$ cat src/rtl/inst_fetch_queue_pkg.sv
// Shared instruction-path definitions: word width, NOP encoding and default prefetch depth.
package inst_fetch_queue_pkg;

  localparam int              INST_WIDTH  = 16;
  localparam logic [15:0]     INST_NOP    = 16'h0000;
  localparam int              QUEUE_DEPTH = 4;

endpackage

$ cat src/rtl/inst_fetch_queue_mem.sv
// Queue storage: DEPTH x WIDTH registers, clocked write port, combinational read port, no reset.
module inst_queue_mem #(
  parameter int WIDTH = 16,
  parameter int DEPTH = 4
) (
  input  logic                       clock,
  input  logic                       we,
  input  logic [$clog2(DEPTH)-1:0]   waddr,
  input  logic [WIDTH-1:0]           wdata,
  input  logic [$clog2(DEPTH)-1:0]   raddr,
  output logic [WIDTH-1:0]           rdata
);

  logic [WIDTH-1:0] mem [DEPTH];

  always_ff @(posedge clock) begin
    if (we) mem[waddr] <= wdata;
  end

  assign rdata = mem[raddr];

endmodule

$ cat src/rtl/inst_fetch_queue.sv
// Instruction prefetch FIFO between fetch and decode; 1-cycle fill latency, first-word fall-through.
// Fetch is stalled while full (in_ready=0); decode's out_ready is ignored while empty.
import inst_fetch_queue_pkg::*;

module inst_fetch_queue #(
  parameter int WIDTH = INST_WIDTH,
  parameter int DEPTH = QUEUE_DEPTH
) (
  input  logic                     clock,
  input  logic                     reset,
  input  logic                     flush,
  input  logic [WIDTH-1:0]         in,
  input  logic                     in_valid,
  output logic                     in_ready,
  output logic [WIDTH-1:0]         out,
  output logic                     out_valid,
  input  logic                     out_ready,
  output logic [$clog2(DEPTH):0]   count,
  output logic                     full,
  output logic                     empty
);

  localparam int AW = $clog2(DEPTH);
  localparam logic [AW:0]   CNT_ONE  = (AW+1)'(1);
  localparam logic [AW:0]   CNT_FULL = (AW+1)'(DEPTH);
  localparam logic [AW-1:0] PTR_ONE  = AW'(1);

  logic [AW-1:0]    wr_ptr;
  logic [AW-1:0]    rd_ptr;
  logic [WIDTH-1:0] rdata;
  logic             push;
  logic             pop;

  // Status comes only from the registered count, so no input reaches these flags.
  assign full      = (count == CNT_FULL);
  assign empty     = (count == '0);
  assign in_ready  = !full;
  assign out_valid = !empty;

  assign push = in_valid & in_ready;
  assign pop  = out_valid & out_ready;

  always_ff @(posedge clock) begin
    if (reset || flush) begin
      wr_ptr <= '0;
      rd_ptr <= '0;
      count  <= '0;
    end else begin
      if (push) wr_ptr <= wr_ptr + PTR_ONE;
      if (pop)  rd_ptr <= rd_ptr + PTR_ONE;
      case ({push, pop})
        2'b10:   count <= count + CNT_ONE;
        2'b01:   count <= count - CNT_ONE;
        default: count <= count;
      endcase
    end
  end

  inst_queue_mem #(
    .WIDTH (WIDTH),
    .DEPTH (DEPTH)
  ) u_mem (
    .clock (clock),
    .we    (push & !flush & !reset),
    .waddr (wr_ptr),
    .wdata (in),
    .raddr (rd_ptr),
    .rdata (rdata)
  );

  assign out = out_valid ? rdata : WIDTH'(INST_NOP);

endmodule

$ cat config.mk
export PLATFORM = sky130hd
export DESIGN_NAME = inst_fetch_queue
export DESIGN_NICKNAME = d
export VERILOG_FILES = /design/src/rtl/inst_fetch_queue_pkg.sv /design/src/rtl/inst_fetch_queue_mem.sv /design/src/rtl/inst_fetch_queue.sv
export SDC_FILE = /design/constraint.sdc
export NUM_CORES = 1
export LEC_CHECK = 0
export ABC_AREA = 1
export BUFFER_PORTS_ARGS = -buffer_cell sky130_fd_sc_hd__buf_2
export CORE_ASPECT_RATIO = 2
export CORE_MARGIN = 2
export CORE_UTILIZATION = 40
export DETAILED_ROUTE_END_ITERATION = 10
export PLACE_DENSITY = 0.6
export SLEW_MARGIN = 30
export SYNTH_ARGS = -nofsm -noshare
export SYNTH_HDL_FRONTEND = slang
export SYNTH_SLANG_ARGS = --single-unit
$ cat constraint.sdc
create_clock -name clock -period 3.48 [get_ports clock]
set_input_delay 0.348 -clock clock [delete_from_list [all_inputs] [get_ports clock]]
set_output_delay 0.348 -clock clock [all_outputs]
set_load 0.02 [all_outputs]
# After elaboration in Yosys (flattened, before gate mapping)
# Memories as Yosys holds them, arrays and structs flattened. A register that Yosys moved wholly into a read port is not among the register bits.
# Cells that the tools add are included.
# Widths: inputs -> output; s select.
# word_totals
output_inout_bits,23
word_cells,28
ramBits,64
romBits,0
latchBits,0
inputBits,21
n_memories,1
regBits,7
# classes
n_shift,0
n_div,0
bitwise,4
n_addsub,4
n_eq_ne,3
n_lt_le_gt_ge,0
n_mul,0
mux,6
reduce_logical,7
# memory_table
memory,words,width,read_ports,rd_ports_with_merged_regs,wr,line,text
u_mem.mem,4,16,1,1,1,inst_fetch_queue_mem.sv:14,logic [WIDTH-1:0] mem [DEPTH];
# ops
cell,count
$mux 16,1
$pmux 3 s2,1
$add 2x1->2 const B,2
$and 1x1->1,4
$logic_not 1->1,4
$mux 2,2
$add 3x1->3 const B,1
$eq 3x3->1 const B,1
$logic_not 3->1,1
$sub 3x1->3 const B,1
$eq 2x1->1 const B,1
$eq 2x2->1 const B,1
$mux 1,2
$reduce_bool 2->1,1
$logic_or 1x1->1,1

# Logic depth before layout (Yosys ltp)
# Gate-level depths: netlist (run 1).
# depth
word_depth,7
depth_mapped,14
ltp_nobuf,13

# Modules after synthesis
# From an unflattened synthesis (run 1), not the netlist that was laid out.
# unflattened
cells_unflattened,349
hier_area_um2,3324.4
# by_module_without_submodules
module,area_each_um2,instances,seq_area_each_um2,cells_each
inst_queue_mem,2758.9,1,1921.8,259
inst_fetch_queue,565.5,1,140.1,90

# Worst setup path before layout (run 1)
# No wires, ideal clock.
# synth_path
path_type,reg2reg
from,register count[1]
to,memory u_mem.mem[0][0] (enable)
required_time_ns,3.091
path_stages_with_launch,5
t_arrival_ns,1.637
setup_ns,0.389
period_less_slack_ns,2.026
n_path_buf,0
path_slack_ns,1.454
path_cell_list,dfxtp_1 inv_2 nand3_2 nand3_1 nor2_1
# synth_between
elab_chain_len,7
# synth_lines
element,line,text
"start, declared",inst_fetch_queue.sv:18,"output logic [$clog2(DEPTH):0] count,"
"start signal, assigned",inst_fetch_queue.sv:52,2'b10: count <= count + CNT_ONE;
"start signal, assigned",inst_fetch_queue.sv:53,2'b01: count <= count - CNT_ONE;
"start signal, assigned",inst_fetch_queue.sv:54,default: count <= count;
$eq 3x3->1,inst_fetch_queue.sv:35,assign full = (count == CNT_FULL);
$logic_not 1->1,inst_fetch_queue.sv:37,assign in_ready = !full;
via in_ready,inst_fetch_queue.sv:14,"output logic in_ready,"
$and 1x1->1,inst_fetch_queue.sv:40,assign push = in_valid & in_ready;
$and 1x1->1 (2 in a row),inst_fetch_queue.sv:64,".we (push & !flush & !reset),"
$mux 1,inst_fetch_queue_mem.sv:17,if (we) mem[waddr] <= wdata;
$mux 1 (implied by the code),inst_fetch_queue_mem.sv:17,
"end, declared",inst_fetch_queue_mem.sv:14,
# The timed path passes the listed nets, and every way through them passes these cells.

==> results of run 1 <==
==> cell families (layout without fill, tap and decap cells) <==
family,after synthesis,in the layout,share of synthesized area (%)
AO/OA/AOI/OAI,40,40,6.54
adder cells (fa/ha/maj),6,6,2.70
AND/OR/NAND/NOR,127,127,16.6
flip-flops,73,73,68.7
buffers and inverters,30,82,5.52
==> how the worst max path moves through the flow <==
stage / from / to / slack (ps) / cells past startpoint
6_report: register / out[14] / 1200 / 7
2_1_floorplan: count[1] / u_mem.mem[0][0] / 1450 / 4
5_1_grt: register / out[14] / 1040 / 7
4_1_cts: register / out[11] / 1170 / 7
3_3_place_gp: register / out[14] / 1560 / 7
3_5_place_dp: register / out[11] / 1530 / 7
==> area by class of cell <==
cell class	count	area [µm²]	area share [%]
Clock buffer	11	233	6.40
Timing Repair Buffer	48	253	6.95
Inverter	19	73.8	2.03
Multi-Input combinational cell	173	791	21.7
Sequential cell	73	2100	57.8
Tap cell	94	118	3.23
Clock inverter	4	68.8	1.89
==> cell usage after synthesis, types with 5 or more instances <==
library cell  count
nand2_1          75
buf_6             6
a21oi_1          22
dfxtp_1           9
ha_1              5
edfxtp_1         64
o21ai_1          14
nor2_1           44
inv_1            14
==> stage by stage <==
stage,cell area (µm²),utilization [%]
floorplan,3060,-
global placement,3340,44.6
detailed placement,3340,44.6
CTS,3640,48.6
global route,3640,48.6
finish,3640,48.6
==> flip-flops by register name, summed over array words and instances, names as in the netlist, named ones only <==
name / cells
count: 3
u_mem.mem: 64
wr_ptr: 2
rd_ptr: 2
==> power by group through the flow <==
| stage | clock, mW | combinational [mW] | sequential, mW |
|---|---|---|---|
| after floorplan | 0 | 0.0956 | 0.990 |
| after global placement | 0 | 0.142 | 0.989 |
| after detailed placement | 0 | 0.148 | 0.989 |
| after CTS | 0.950 | 0.148 | 0.972 |
| after global routing | 0.995 | 0.163 | 0.972 |
| final | 0.925 | 0.146 | 0.972 |
==> routing by layer <==
| metal | routed length (µm) | GRT usage, % | part of all wire, % |
|---|---|---|---|
| met5 | 0 | 0 | 0 |
| met1 | 2410 | 16.7 | 43 |
| met3 | 242 | 4.74 | 4.3 |
| met4 | 51 | 5.51 | 0.91 |
| met2 | 2890 | 24.7 | 52 |
==> critical path, cell delays in order (launching register included) <==
cell     delay [ps]
dfxtp_1         430
buf_4           280
inv_4           280
nand2_1          90
nand2_1          70
nand2_1          50
a21oi_1         210
buf_2           200
==> run summary, run 1 <==
Startpoint class of the critical path - register
Most frequent cells in the layout - nand2_1 (75), edfxtp_1 (64), nor2_1 (44), buf_2 (43), a21oi_1 (22)
Seq/Total Area, Yosys - 68.7%
Clock power share - 45.3%
Period utilisation layout - 65.5%
Logic pwr share - 7.1%
# port buffers - 43
Vias in the first global route - 1967
Clk_lat worst skew - 320 ps
Wire length per cell - 13.3 µm
Flop pwr share - 47.6%
Tot GR Track Use - 14.5%
H-tree depth - 3
Critical path arrival - 1930 ps
Slew @ Worst Pin - 564 ps
Die ar. - 0.00841 mm²
Final Routed Wirelength - 5600 µm
Setup WS post-layout - 1200 ps
Synth top area cells - edfxtp_1 (63%), nand2_1 (9.2%), dfxtp_1 (5.9%)
Post-CTS Hold Buffers - 0
Rows - 45
Commonest non-fill, non-tap cell in the layout - nand2_1
CP Capture Type - output pin
Post-route DRC - 0
Postcts setup bufs - 0
Nets - 351
Share of post-route cells with drive strength above 1 - 20.7%
Slew Viols, Final - 0
Tightest Hold Check Type - in -> reg
Fmax - 0.439 GHz
Chip Height - 128 µm
YS warnings - 0
Setup TNS - 0 ps
Non-Filler Instances - 422
CTS tree - built
Power per cell area - 561 mW/mm²
Flop-to-flop setup slack - 1550 ps
Internal - 1.63 mW
Hold Fails Final Rpt - 0
Primary FF master, synth - edfxtp_1
WHS Endpoint - u_mem.mem[2][7]
Worst r2r path cells - 13
Area delta synth->final - 18.8%
Initial drt markers - 68
Pleak - 1.50 nW
Via count - 1976
Post-synth top area cell - edfxtp_1
Core area - 0.00749 mm²
Setup Viol. Count Final - 0
RD Place Congestion - 0.750
Die span in x - 65.9 µm
Ports - 44
Initial antenna violation count - 0
Syn Inst Count - 276
CTS resizes - 0
Crit path max fanout - 32
Clk sink count - 73
CP required - 3130 ps
HP Start - in[7]
Pre-CTS WS - 1530 ps
Number of routed nets with antenna violations - 0
Net count after synthesis - 303
Drt pass-1 iters - 4
Mapped Area - 0.00306 mm²
Peak VDD IR - 566 µV
Setup Crit Path Kind - reg -> out
#FFs+latches synth - 73
Number of synthesized flops with an enable pin - 64
Clock skew - 4.42 ps
Detail Placement HPWL - 3510 µm
Synth unique cells - 20
P_sw - 412 µW
Synthesized area per cell - 11.1 µm²
Worst-path clk slew - 50 ps
Largest net degree at the start of global routing - 33
RSZ-0062 raised after global routing - no
Root Driver - clkbuf_16
Async set-or-reset flop fraction in the synthesized netlist - 0%
Vias/cell - 4.68
Placed cell count - 407
Initial Utilization - 40.9%
Max-Cap Viols - 0
# diodes - 0
Crit path time final - 2280 ps
Synth top area share - 62.8%
Slew headroom - 62.3%
Worst R2R Start - count[2]
Overflow after GRT - 0
Fill cell count - 683
Hold-critical path depth - 1
Crit Reg-Reg Endpoint - count[2]
First-pass GRT wire length - 9030 µm
Cts bufs inserted - 9
Outcome - finished, final reports clean
Fin Hold WS - 234 ps
Switching share of total power - 20.2%
Total power - 2.04 mW
Clock tree buffer depth - 2
(Power assumes the default switching activity.)
==> inputs of run 2 (changes only) <==
--- a/config.mk
+++ b/config.mk
@@ -11,7 +11,7 @@
 export CORE_MARGIN = 2
 export CORE_UTILIZATION = 40
 export DETAILED_ROUTE_END_ITERATION = 10
-export PLACE_DENSITY = 0.6
+export PLACE_DENSITY = 0.62
 export SLEW_MARGIN = 30
 export SYNTH_ARGS = -nofsm -noshare
 export SYNTH_HDL_FRONTEND = slang
==> constraint.sdc (replaced) <==
create_clock -name clock -period 1.95 [get_ports clock]
set_input_delay 0.195 -clock clock [delete_from_list [all_inputs] [get_ports clock]]
set_output_delay 0.195 -clock clock [all_outputs]
set_load 0.02 [all_outputs]
==> run 2 against run 1 <==
  * Combinational power grew 88%
  * Critical path depth grew 6
  * Die area is the same
  * Clock power grew 82%
  * Utilization grew 0.80 points
  * Wire length grew 5.5%
==> run summary, run 2 (synthesis results as in run 1) <==
CP required - 2170 ps (-960 ps)
# diodes - 0 (unchanged)
Area delta synth->final - 20.8%
Flop-to-flop setup slack - 140 ps (-1410 ps)
Worst R2R Start - count[1]
Tightest Hold Check Type - in -> reg
Crit Reg-Reg Endpoint - count[2]
Vias in the first global route - 1912 (-2.8%)
Overflow after GRT - 0 (unchanged)
Post-route DRC - 0 (unchanged)
Pre-CTS WS - 144 ps (-1390 ps)
Share of post-route cells with drive strength above 1 - 23.1% (+2.4 points)
Flip-flop and latch area - 0.00211 mm² (+0.30%)
Final Routed Wirelength - 5900 µm (+5.5%)
Clock skew - 3.27 ps (-1.14 ps)
Worst r2r path cells - 13 (unchanged)
Slew Viols, Final - 0 (unchanged)
Setup TNS - 0 ps (unchanged)
Commonest non-fill, non-tap cell in the layout - nand2_1
Chip Height - 128 µm (unchanged)
Non-Filler Instances - 427 (+1.2%)
CP Capture Type - register
Pleak - 1.52 nW (+1.9%)
Most flop-heavy register - u_mem.mem
Regs by FF count - u_mem.mem: 64 flops, count: 3 flops
Hold Fails Final Rpt - 0 (unchanged)
Total power - 3.69 mW (+81%)
Via count - 2050 (+3.7%)
Drt pass-1 iters - 4 (unchanged)
First-pass GRT wire length - 9200 µm (+1.9%)
Slew @ Worst Pin - 342 ps (-223 ps)
Slew headroom - 77.2% (+15 points)
Initial drt markers - 105 (+54%)
Initial Utilization - 40.9% (unchanged)
Detail Placement HPWL - 3590 µm (+2.2%)
Setup Crit Path Kind - reg -> reg
HP Start - in[7]
Vias/cell - 4.80 (+2.5%)
Number of routed nets with antenna violations - 0 (unchanged)
Setup Viol. Count Final - 0 (unchanged)
Outcome - finished, final reports clean
Tot GR Track Use - 15.1% (+0.60 points)
Largest register FFs - 64 (unchanged)
Initial antenna violation count - 0 (unchanged)
Die ar. - 0.00841 mm² (unchanged)
Clk sink count - 73 (unchanged)
Peak VDD IR - 756 µV (+33%)
Critical path arrival - 2030 ps (+100 ps)
RSZ-0062 raised after global routing - no
Clock tree buffer depth - 2 (unchanged)
Placed cell count - 412 (+1.2%)
Die span in x - 65.9 µm (unchanged)
RD Place Congestion - 0.786 (+4.9%)
H-tree depth - 3 (unchanged)
Startpoint class of the critical path - register
Fill cell count - 638 (-6.6%)
Largest net degree at the start of global routing - 33 (unchanged)
Ports - 44 (unchanged)
Crit path time final - 1810 ps
Core area - 0.00749 mm² (unchanged)
Wire length per cell - 13.8 µm (+4.3%)
Max-Cap Viols - 0 (unchanged)
Clk_lat worst skew - 330 ps (about the same)
Setup WS post-layout - 139 ps (-1060 ps)
Worst-path clk slew - 50 ps (about the same)
Nets - 356 (+1.4%)
Post-CTS Hold Buffers - 0 (unchanged)
Rows - 45 (unchanged)
Fin Hold WS - 76.2 ps (-158 ps)
Hold-critical path depth - 1 (unchanged)
Multi-input gate area - 798 µm² (+0.95%)
CTS tree - built
Fmax - 0.552 GHz
Period utilisation layout - 92.9%
Root Driver - clkbuf_16
Most frequent cells in the layout - nand2_1 (75), edfxtp_1 (64), nor2_1 (44), buf_2 (43), a21oi_1 (22)
WHS Endpoint - u_mem.mem[2][7]
# port buffers - 43 (unchanged)
Crit path max fanout - 6 (-81%)
Power per cell area - 998 mW/mm² (+78%)
Cts bufs inserted - 9 (unchanged)
## run 2: changes by cell type in the layout (fill, tap and decap cells not counted), sizes merged
| cell | previous run | this run |
|---|---|---|
| buf | 48 | 53 |
| clkbuf | 11 | 10 |
| clkinvlp | 0 | 1 |
## run 2: worst max path at each step
stage / cells after the start / startpoint / slack [ps] / end
2_1_floorplan: 4 / count[1] / 20 / u_mem.mem[0][0]
3_3_place_gp: 12 / count[0] / 300 / count[2]
3_5_place_dp: 12 / count[0] / 140 / count[2]
4_1_cts: 6 / register / 110 / out[9]
5_1_grt: 13 / count[1] / 7 / count[2]
6_report: 13 / count[1] / 140 / count[2]
## run 2: stage by stage
stage	utilization, %	area, µm²
after floorplan	-	3070
after detailed placement	45.1	3380
after global routing	49.4	3700
after CTS	49.3	3690
final	49.4	3700
after global placement	45.1	3380
## run 2: final cells by class
type	instances	area share, %
clock buffers	10	6.19
well taps	94	3.18
repair buffers	53	7.85
inverters	19	2.00
multi-input cells	173	21.6
flip-flops and latches	73	57.0
clock inverters	5	2.20
## run 2: worst max-delay path, cell delays in order, from the launching register on
cell,delay (ps)
dfxtp_2,350
inv_2,80
nand3_4,110
inv_2,40
nor2_1,90
ha_1,180
inv_1,80
fa_1,390
inv_1,90
nand2_1,70
nand3_1,80
nand2_1,50
inv_1,40
nor2_1,40
## run 2: metal layers
| metal | share of wire, % | global-route usage, % | up-vias |
|---|---|---|---|
| met2 | 52 | 25.8 | 55 |
| met4 | 2.8 | 9.31 | 0 |
| li1 | - | - | 1030 |
| met5 | 0 | 0 | - |
| met1 | 41 | 16.3 | 951 |
| met3 | 4.4 | 3.86 | 14 |
## run 2: where the power goes
part	switching [mW]	total, mW	internal (mW)	leakage, nW
Sequential	0.0106	1.73	1.72	0.653
Clock	0.574	1.68	1.11	0.149
Combinational	0.187	0.275	0.0883	0.722
Total	0.772	3.69	2.92	1.52
## run 2: what timing repair did
item,CTS,global route
buffers inserted,0,0
endpoints found under the setup margin,0,1
gates resized for setup,0,2
